===== src/rtl/riscv_pkg.sv =====
// Shared core-wide constants for the RISC-V pipeline.
package riscv_pkg;

    localparam int                PC_WIDTH  = 32;
    localparam int                I_WIDTH   = 32;
    localparam logic [31:0]       RESET_PC  = 32'h0000_0000;
    // addi x0, x0, 0 -- canonical RISC-V no-op
    localparam logic [31:0]       NOP_INSTR = 32'h0000_0013;

endpackage : riscv_pkg


===== src/rtl/fetch_skid.sv =====
// One-entry holding register for an instruction that arrived while decode
// was stalled. The memory output register has no enable, so a stalled word
// must be parked here before the memory overwrites it.
module fetch_skid #(
    parameter int PC_WIDTH = 32,
    parameter int I_WIDTH  = 32
) (
    input  logic                clk,
    input  logic                rst_n,
    input  logic                load,
    input  logic                clear,
    input  logic [PC_WIDTH-1:0] d_pc,
    input  logic [I_WIDTH-1:0]  d_instr,
    output logic                valid,
    output logic [PC_WIDTH-1:0] pc,
    output logic [I_WIDTH-1:0]  instr
);

    // Occupancy flag; clear wins over load so a redirect always empties the entry.
    // NOTE: sequential state uses non-blocking assignments so every flop samples pre-edge values.
    always_ff @(posedge clk or negedge rst_n) begin
        if (!rst_n) begin
            valid <= 1'b0;
        end else if (clear) begin
            valid <= 1'b0;
        end else if (load) begin
            valid <= 1'b1;
        end
    end

    // Payload capture; contents only matter while valid is set.
    // NOTE: payload registers carry no reset -- the valid flag alone qualifies them.
    always_ff @(posedge clk) begin
        if (load && !clear) begin
            pc    <= d_pc;
            instr <= d_instr;
        end
    end

endmodule : fetch_skid


===== src/rtl/fetch_unit.sv =====
// Instruction-fetch front end: owns the PC, addresses the registered-read
// instruction memory, tags returned words with their PC and hands them to
// decode over a valid/stall handshake. Redirects flush undelivered work.
module fetch_unit #(
    parameter int                         PC_WIDTH = riscv_pkg::PC_WIDTH,
    parameter int                         I_WIDTH  = riscv_pkg::I_WIDTH,
    parameter logic [riscv_pkg::PC_WIDTH-1:0] RESET_PC = riscv_pkg::RESET_PC
) (
    input  logic                clk,
    input  logic                rst_n,
    output logic [PC_WIDTH-3:0] imem_addr,
    input  logic [I_WIDTH-1:0]  imem_instr,
    input  logic                redirect_valid,
    input  logic [PC_WIDTH-1:0] redirect_pc,
    input  logic                stall,
    output logic                if_valid,
    output logic [PC_WIDTH-1:0] if_pc,
    output logic [I_WIDTH-1:0]  if_instr
);

    import riscv_pkg::*;

    localparam logic [PC_WIDTH-1:0] ALIGN_MASK  = ~PC_WIDTH'(3);
    localparam logic [PC_WIDTH-1:0] PC_STEP     = PC_WIDTH'(4);
    localparam logic [PC_WIDTH-1:0] RESET_ALIGN = PC_WIDTH'(RESET_PC) & ALIGN_MASK;
    localparam logic [I_WIDTH-1:0]  NOP         = I_WIDTH'(NOP_INSTR);

    // Next sequential byte PC and the tag of the word currently on imem_instr.
    logic [PC_WIDTH-1:0] pc_q;
    logic                resp_valid;
    logic [PC_WIDTH-1:0] resp_pc;

    logic                skid_valid;
    logic [PC_WIDTH-1:0] skid_pc;
    logic [I_WIDTH-1:0]  skid_instr;

    logic                src_valid;
    logic [PC_WIDTH-1:0] src_pc;
    logic [I_WIDTH-1:0]  src_instr;
    logic [PC_WIDTH-1:0] redirect_base;
    logic                issue;
    logic                skid_load;
    logic                skid_clear;

    // Output selection, issue decision and memory address (redirect is a same-cycle path).
    // NOTE: every always_comb output gets a value on every path, so no latches are inferred.
    always_comb begin
        redirect_base = redirect_pc & ALIGN_MASK;
        src_valid     = skid_valid | resp_valid;
        src_pc        = skid_valid ? skid_pc    : resp_pc;
        src_instr     = skid_valid ? skid_instr : imem_instr;

        if_valid      = src_valid & ~redirect_valid;
        if_pc         = if_valid ? src_pc    : '0;
        if_instr      = if_valid ? src_instr : NOP;

        issue         = ~(if_valid & stall);
        imem_addr     = redirect_valid ? redirect_base[PC_WIDTH-1:2] : pc_q[PC_WIDTH-1:2];

        // Park the in-flight word only when nothing is parked yet; a redirect discards it.
        skid_load     = stall & ~skid_valid & resp_valid & ~redirect_valid;
        // Empty on redirect, or when the parked word is accepted by decode.
        skid_clear    = redirect_valid | (skid_valid & if_valid & ~stall);
    end

    // PC advance and response tagging; redirect overrides stall and sequential issue.
    always_ff @(posedge clk or negedge rst_n) begin
        if (!rst_n) begin
            pc_q       <= RESET_ALIGN;
            resp_valid <= 1'b0;
            resp_pc    <= '0;
        end else if (redirect_valid) begin
            pc_q       <= redirect_base + PC_STEP;
            resp_valid <= 1'b1;
            resp_pc    <= redirect_base;
        end else if (issue) begin
            pc_q       <= pc_q + PC_STEP;
            resp_valid <= 1'b1;
            resp_pc    <= pc_q;
        end else begin
            resp_valid <= 1'b0;
        end
    end

    fetch_skid #(
        .PC_WIDTH (PC_WIDTH),
        .I_WIDTH  (I_WIDTH)
    ) u_skid (
        .clk     (clk),
        .rst_n   (rst_n),
        .load    (skid_load),
        .clear   (skid_clear),
        .d_pc    (resp_pc),
        .d_instr (imem_instr),
        .valid   (skid_valid),
        .pc      (skid_pc),
        .instr   (skid_instr)
    );

endmodule : fetch_unit


===== config.mk =====
export PLATFORM = sky130hd
export DESIGN_NAME = fetch_unit
export DESIGN_NICKNAME = d
export VERILOG_FILES = /design/src/rtl/riscv_pkg.sv /design/src/rtl/fetch_skid.sv /design/src/rtl/fetch_unit.sv
export SDC_FILE = /design/constraint.sdc
export NUM_CORES = 1
export LEC_CHECK = 0
export CORE_ASPECT_RATIO = 0.75
export CORE_MARGIN = 2
export CORE_UTILIZATION = 55
export CTS_BUF_LIST = sky130_fd_sc_hd__clkbuf_4 sky130_fd_sc_hd__clkbuf_8
export CTS_CLUSTER_SIZE = 10
export DETAILED_ROUTE_END_ITERATION = 7
export PLACE_DENSITY = 0.95
export SLEW_MARGIN = 40
export SYNTH_ARGS = -nofsm -noshare
export SYNTH_HDL_FRONTEND = slang
export SYNTH_SLANG_ARGS = --single-unit

===== constraint.sdc =====
create_clock -name clk -period 8 [get_ports clk]
set_clock_uncertainty 0.1 [all_clocks]
set_input_delay 1.6 -clock clk [delete_from_list [all_inputs] [get_ports clk]]
set_output_delay 1.6 -clock clk [all_outputs]
set_load 0.02 [all_outputs]

Yosys cells after proc, flatten, opt, wreduce, memory -nomap -nowiden
Index checks and enable logic that the tools add are counted.
{ "totals": {"ff_bits": 130, "latchBits": 0, "mem_bits_rw": 0, "mem_bits_ro": 0, "word_cells": 37, "n_memories": 0} }
{ "classes": {"n_addsub": 2, "mul": 0, "n_div": 0, "n_lt_le_gt_ge": 0, "eq_ne": 1, "shifts": 0, "mux": 13, "bitwise": 12, "reduce_logical": 3} }
{ "ops": {"columns": ["op", "n"], "rows": [
  ["2-to-1 mux 32 bit", 8],
  ["adder 32 x 3 -> 32 bit, second input constant", 2],
  ["2-to-1 mux 30 bit", 1],
  ["bitwise AND 1 bit", 7],
  ["2-to-1 mux 1 bit", 4],
  ["NOT 1 bit", 3],
  ["inequality test 2 bit, second input constant", 1],
  ["OR 1 bit", 2],
  ["nonzero test 2 bit", 1],
  ["logical AND 1 bit", 1],
  ["logical NOT 1 bit", 1]
]} }

Longest topological paths before layout
{ "depth": {"depth_word": 7, "ltp_mapped": 10, "depth_no_buf": 7} }

Cells and area by module
Synthesis repeated with hierarchy kept, for this count alone.
{ "hier_totals": {"hier_cells": 599, "area_unflattened_um2": 6427.4} }
{ "modules_own_cells": {"columns": ["module", "n_inst", "cells_each", "area_per_inst_um2"], "rows": [
  ["fetch_unit", 1, 532, 4464.3],
  ["fetch_skid", 1, 67, 1963.1]
]} }

Least setup slack after synthesis
OpenSTA, ideal clock, no wires.
{ "synth_path": {"path_kind": "input to register", "start": "in redirect_valid", "end": "reg u_skid.instr[0] (enable)", "setup_ns": 0.482, "arrival_time_ns": 4.676, "t_required_ns": 7.418, "path_slack_ns": 2.742, "path_stages": 4, "path_cell_list": "buf_4 buf_2 nand2b_1 nor2_1"} }
{ "synth_via": {"elab_chain_len": 7, "elab_cells_between_ends": 8, "cone_classes": "bitwise (6); reduce/logical (2)"} }
{ "synth_rtl": {"columns": ["item", "line", "text"], "rows": [
  ["start, declared", "fetch_unit.sv:13", "input logic redirect_valid,"],
  ["NOT 1 bit", "fetch_unit.sv:53, fetch_unit.sv:61", null],
  ["bitwise AND 1 bit", "fetch_unit.sv:53", "if_valid = src_valid & ~redirect_valid;"],
  ["bitwise AND 1 bit (2 in a row)", "fetch_unit.sv:63", "skid_clear = redirect_valid | (skid_valid & if_valid & ~stall);"],
  ["OR 1 bit", "fetch_unit.sv:63", null],
  ["logical NOT 1 bit", "fetch_skid.sv:34", "if (load && !clear) begin"],
  ["logical AND 1 bit (*)", "fetch_skid.sv:34", null],
  ["end signal, assigned", "fetch_skid.sv:36", "instr <= d_instr;"],
  ["end, declared", "fetch_skid.sv:16", "output logic [I_WIDTH-1:0] instr"]
]} }
Mark *: on every way between the ends. The rest lies on a longest branch, timed or not.
A chain may end at the register's enable or synchronous reset.

Final worst setup path
{ "layout_path": {"start": "in redirect_valid", "end": "out imem_addr[21]"} }
{ "layout_via": {"elab_chain_len": 1} }
{ "layout_rtl": {"columns": ["item", "line", "text"], "rows": [
  ["2-to-1 mux 30 bit", "fetch_unit.sv:58", "imem_addr = redirect_valid ? redirect_base[PC_WIDTH-1:2] : pc_q[PC_WIDTH-1:2];"],
  ["end, declared", "fetch_unit.sv:11", "output logic [PC_WIDTH-3:0] imem_addr,"]
]} }
Every way passes these cells.

==> reports/qor.txt <==
Avg Cell Area, Syn = 10.58 um2
Fillers = 756
antenna cells = 0
Finish-stage setup viols = 0
Unique masters post-synth = 43
Synth-to-Final Area Change = 32.05%
dpl hpwl = 11270 um
Syn Std Cell Area = 0.006282 mm2
core area = 0.01102 mm2
RSZ-0062 raised after global routing = false
row cnt = 33
number of CTS-inserted buffers = 17
initial DRC count = 337
Cells after DPL = 865
Slew Viols, Final = 0
R2R Path End = pc_q[22]
RePlAce Congestion = 0.8887
# DRC = 0
number of synthesized flops with an enable pin = 62
first drt pass iteration count = 5
Ports = 163
reg-to-reg startpoint = u_skid.valid
Final Hold Viols = 0
CP Data Arrival Time = 3.86 ns
initial antenna violation count = 0
Worst setup EP type = primary output
leading area contributor after synthesis = edfxtp_1
FF-to-FF path depth = 9
DIE AREA = 0.01230 mm2
Setup TNS Final = 0 ns
CP startpoint = redirect_valid
fin cells = 897
WL final = 15910 um
Post-CTS Setup Bufs = 0
largest net degree at the start of global routing = 63
Clock Pin Slew Worst Setup and Hold Paths = 0.08 ns
count leader, synth = nor2_1
gr usage total = 26.47%
DRT antenna net count = 0
total area of sequential cells = 0.003417 mm2
clk root buf = clkbuf_8
Slew @ Worst Pin = 0.8183 ns
Max-cap violations = 0
min cycle time layout = 5.558 ns
CTS tree = built
Pleak = 3.224 nW
vias = 5158
WP data required = 6.30 ns
cts repair resizes = 0
worst hold path type = register to register
Critical Path Start Type = input port
CP endpoint = imem_addr[21]
first-pass GRT wire length = 25140 um
CP max FO = 40
drt via density = 5.750
Slew HR = 45.45%
Mapped Cells = 594
Setup Crit Path Kind = input port to primary output
clk_lat worst skew = 0.44 ns
Fmax achieved = 179.9 MHz
vias in the first global route = 4963
initial core utilization = 56.99%
ys flop type = edfxtp_1
largest cells by area after synthesis = edfxtp_1 (30%), dfrtp_1 (25%), mux2i_1 (12%)
outcome = complete, no violations
H-tree levels = 4
Final Cycle Share = 69.47%
Post-synth ARST share = 50.00%
footprint of the multi-input gates = 0.002664 mm2
CTS Hold Bufs = 0
R2R Setup Slk = 4.83 ns
Ys Warns = 0
Die W = 127.4 um
worst vdd ir = 127.5 uV
Sink Count = 124
hold depth = 0
PwrDens = 202.2 mW/mm2
global route overflow = 0
sequential fraction of the synthesis area = 54.33%
share of cells above drive strength 1 = 7.794%
Final #Nets = 813
list of most frequent post-synthesis cells = nor2_1 (118), mux2i_1 (78), dfrtp_1 (62), edfxtp_1 (62), nand2_1 (38)
CTS Buffer Depth = 2
Avg WL per Cell = 17.73 um
post-synth top area share = 29.64%
die height = 96.56 um
synthesized flop and latch total = 124
port bufs = 158
==> metrics by stage <==
step / area [um2] / util [%] / setup WS [ns] / hold WS, ns / power (mW)
4_1_cts: 8292 / 75.21 / 2.474 / 0.3752 / 1.687
5_1_grt: 8295 / 75.25 / 2.302 / 0.3906 / 1.758
3_3_place_gp: 7938 / 72.00 / 2.331 / 0.3564 / 1.206
6_report: 8295 / 75.25 / 2.442 / 0.3737 / 1.677
3_5_place_dp: 7964 / 72.24 / 2.478 / 0.3621 / 1.225
2_1_floorplan: 6286 / - / 2.742 / 0.3421 / 1.032
==> worst min path at each step <==
stage,startpoint,endpoint
after floorplan,resp_pc[12],u_skid.pc[12]
after global placement,resp_pc[6],u_skid.pc[6]
after detailed placement,resp_pc[19],u_skid.pc[19]
after CTS,resp_pc[23],u_skid.pc[23]
after global routing,resp_pc[19],u_skid.pc[19]
final,resp_pc[20],u_skid.pc[20]
==> report_power, final <==
part | total (mW) | internal, mW | switching (mW)
Sequential | 0.795 | 0.744 | 0.0508
Combinational | 0.417 | 0.193 | 0.225
Clock | 0.465 | 0.215 | 0.250
==> worst max-delay path, cell delays in order <==
cell and delay (ns):
buf_2 0.62, buf_4 0.49, mux2i_1 0.46, inv_1 0.09
clkdlybuf4s50_1 0.57
==> placed cells by master, fill, tap and decap left out, types with 3 or more instances in the layout <==
cell             instances
clkinv_2                 4
mux2_2                  15
edfxtp_1                62
nand4_1                  7
a222oi_1                 3
clkinvlp_4               4
o21a_1                   3
dfrtp_1                 61
nand3_1                 20
inv_1                   19
o31ai_1                  8
xor2_1                   4
o22ai_1                  6
clkbuf_8                17
a21oi_1                 30
nor2_1                 116
o21ai_0                  6
clkdlybuf4s50_1        156
mux2i_1                 78
a22oi_1                  5
and4_1                   6
nand2b_1                 7
nand4b_1                 5
and3_1                   4
nand3b_1                 9
o31a_1                   3
xnor2_1                 13
nand2_1                 38
nor4_1                   3
clkinv_1                 3
buf_4                    4
nor3_1                   3
a31oi_1                  5
==> logic make-up after synthesis <==
kind of cell	after synthesis	synth area share, %
buf+inv	55	3.525
compound gates	76	7.648
mux	93	15.12
fa+ha+maj	1	0.1991
flops	124	54.33
other cells	1	0.05969
simple gates	227	16.75
xor+xnor	17	2.370
==> sequential cells by signal, indices dropped and copies added (netlist names) <==
register      cells
u_skid.valid      1
resp_valid        1
u_skid.pc        30
u_skid.instr     32
resp_pc          30
pc_q             30
==> layout make-up <==
class	count	share of cell area (%)
Multi-Input combinational cell	416	32.11
Clock buffer	19	3.002
Tap cell	140	2.112
Timing Repair Buffer	165	19.73
Clock inverter	13	0.9502
Sequential cell	124	41.19
Inverter	20	0.9050
==> layer usage <==
layer	wire length, um	vias to the layer above	global-route usage (%)
li1	-	2417	-
met2	7227	231	41.62
met1	7004	2486	35.41
met3	1471	24	8.756
met4	203	0	7.967
met5	0	-	0
(Power assumes the default switching activity.)
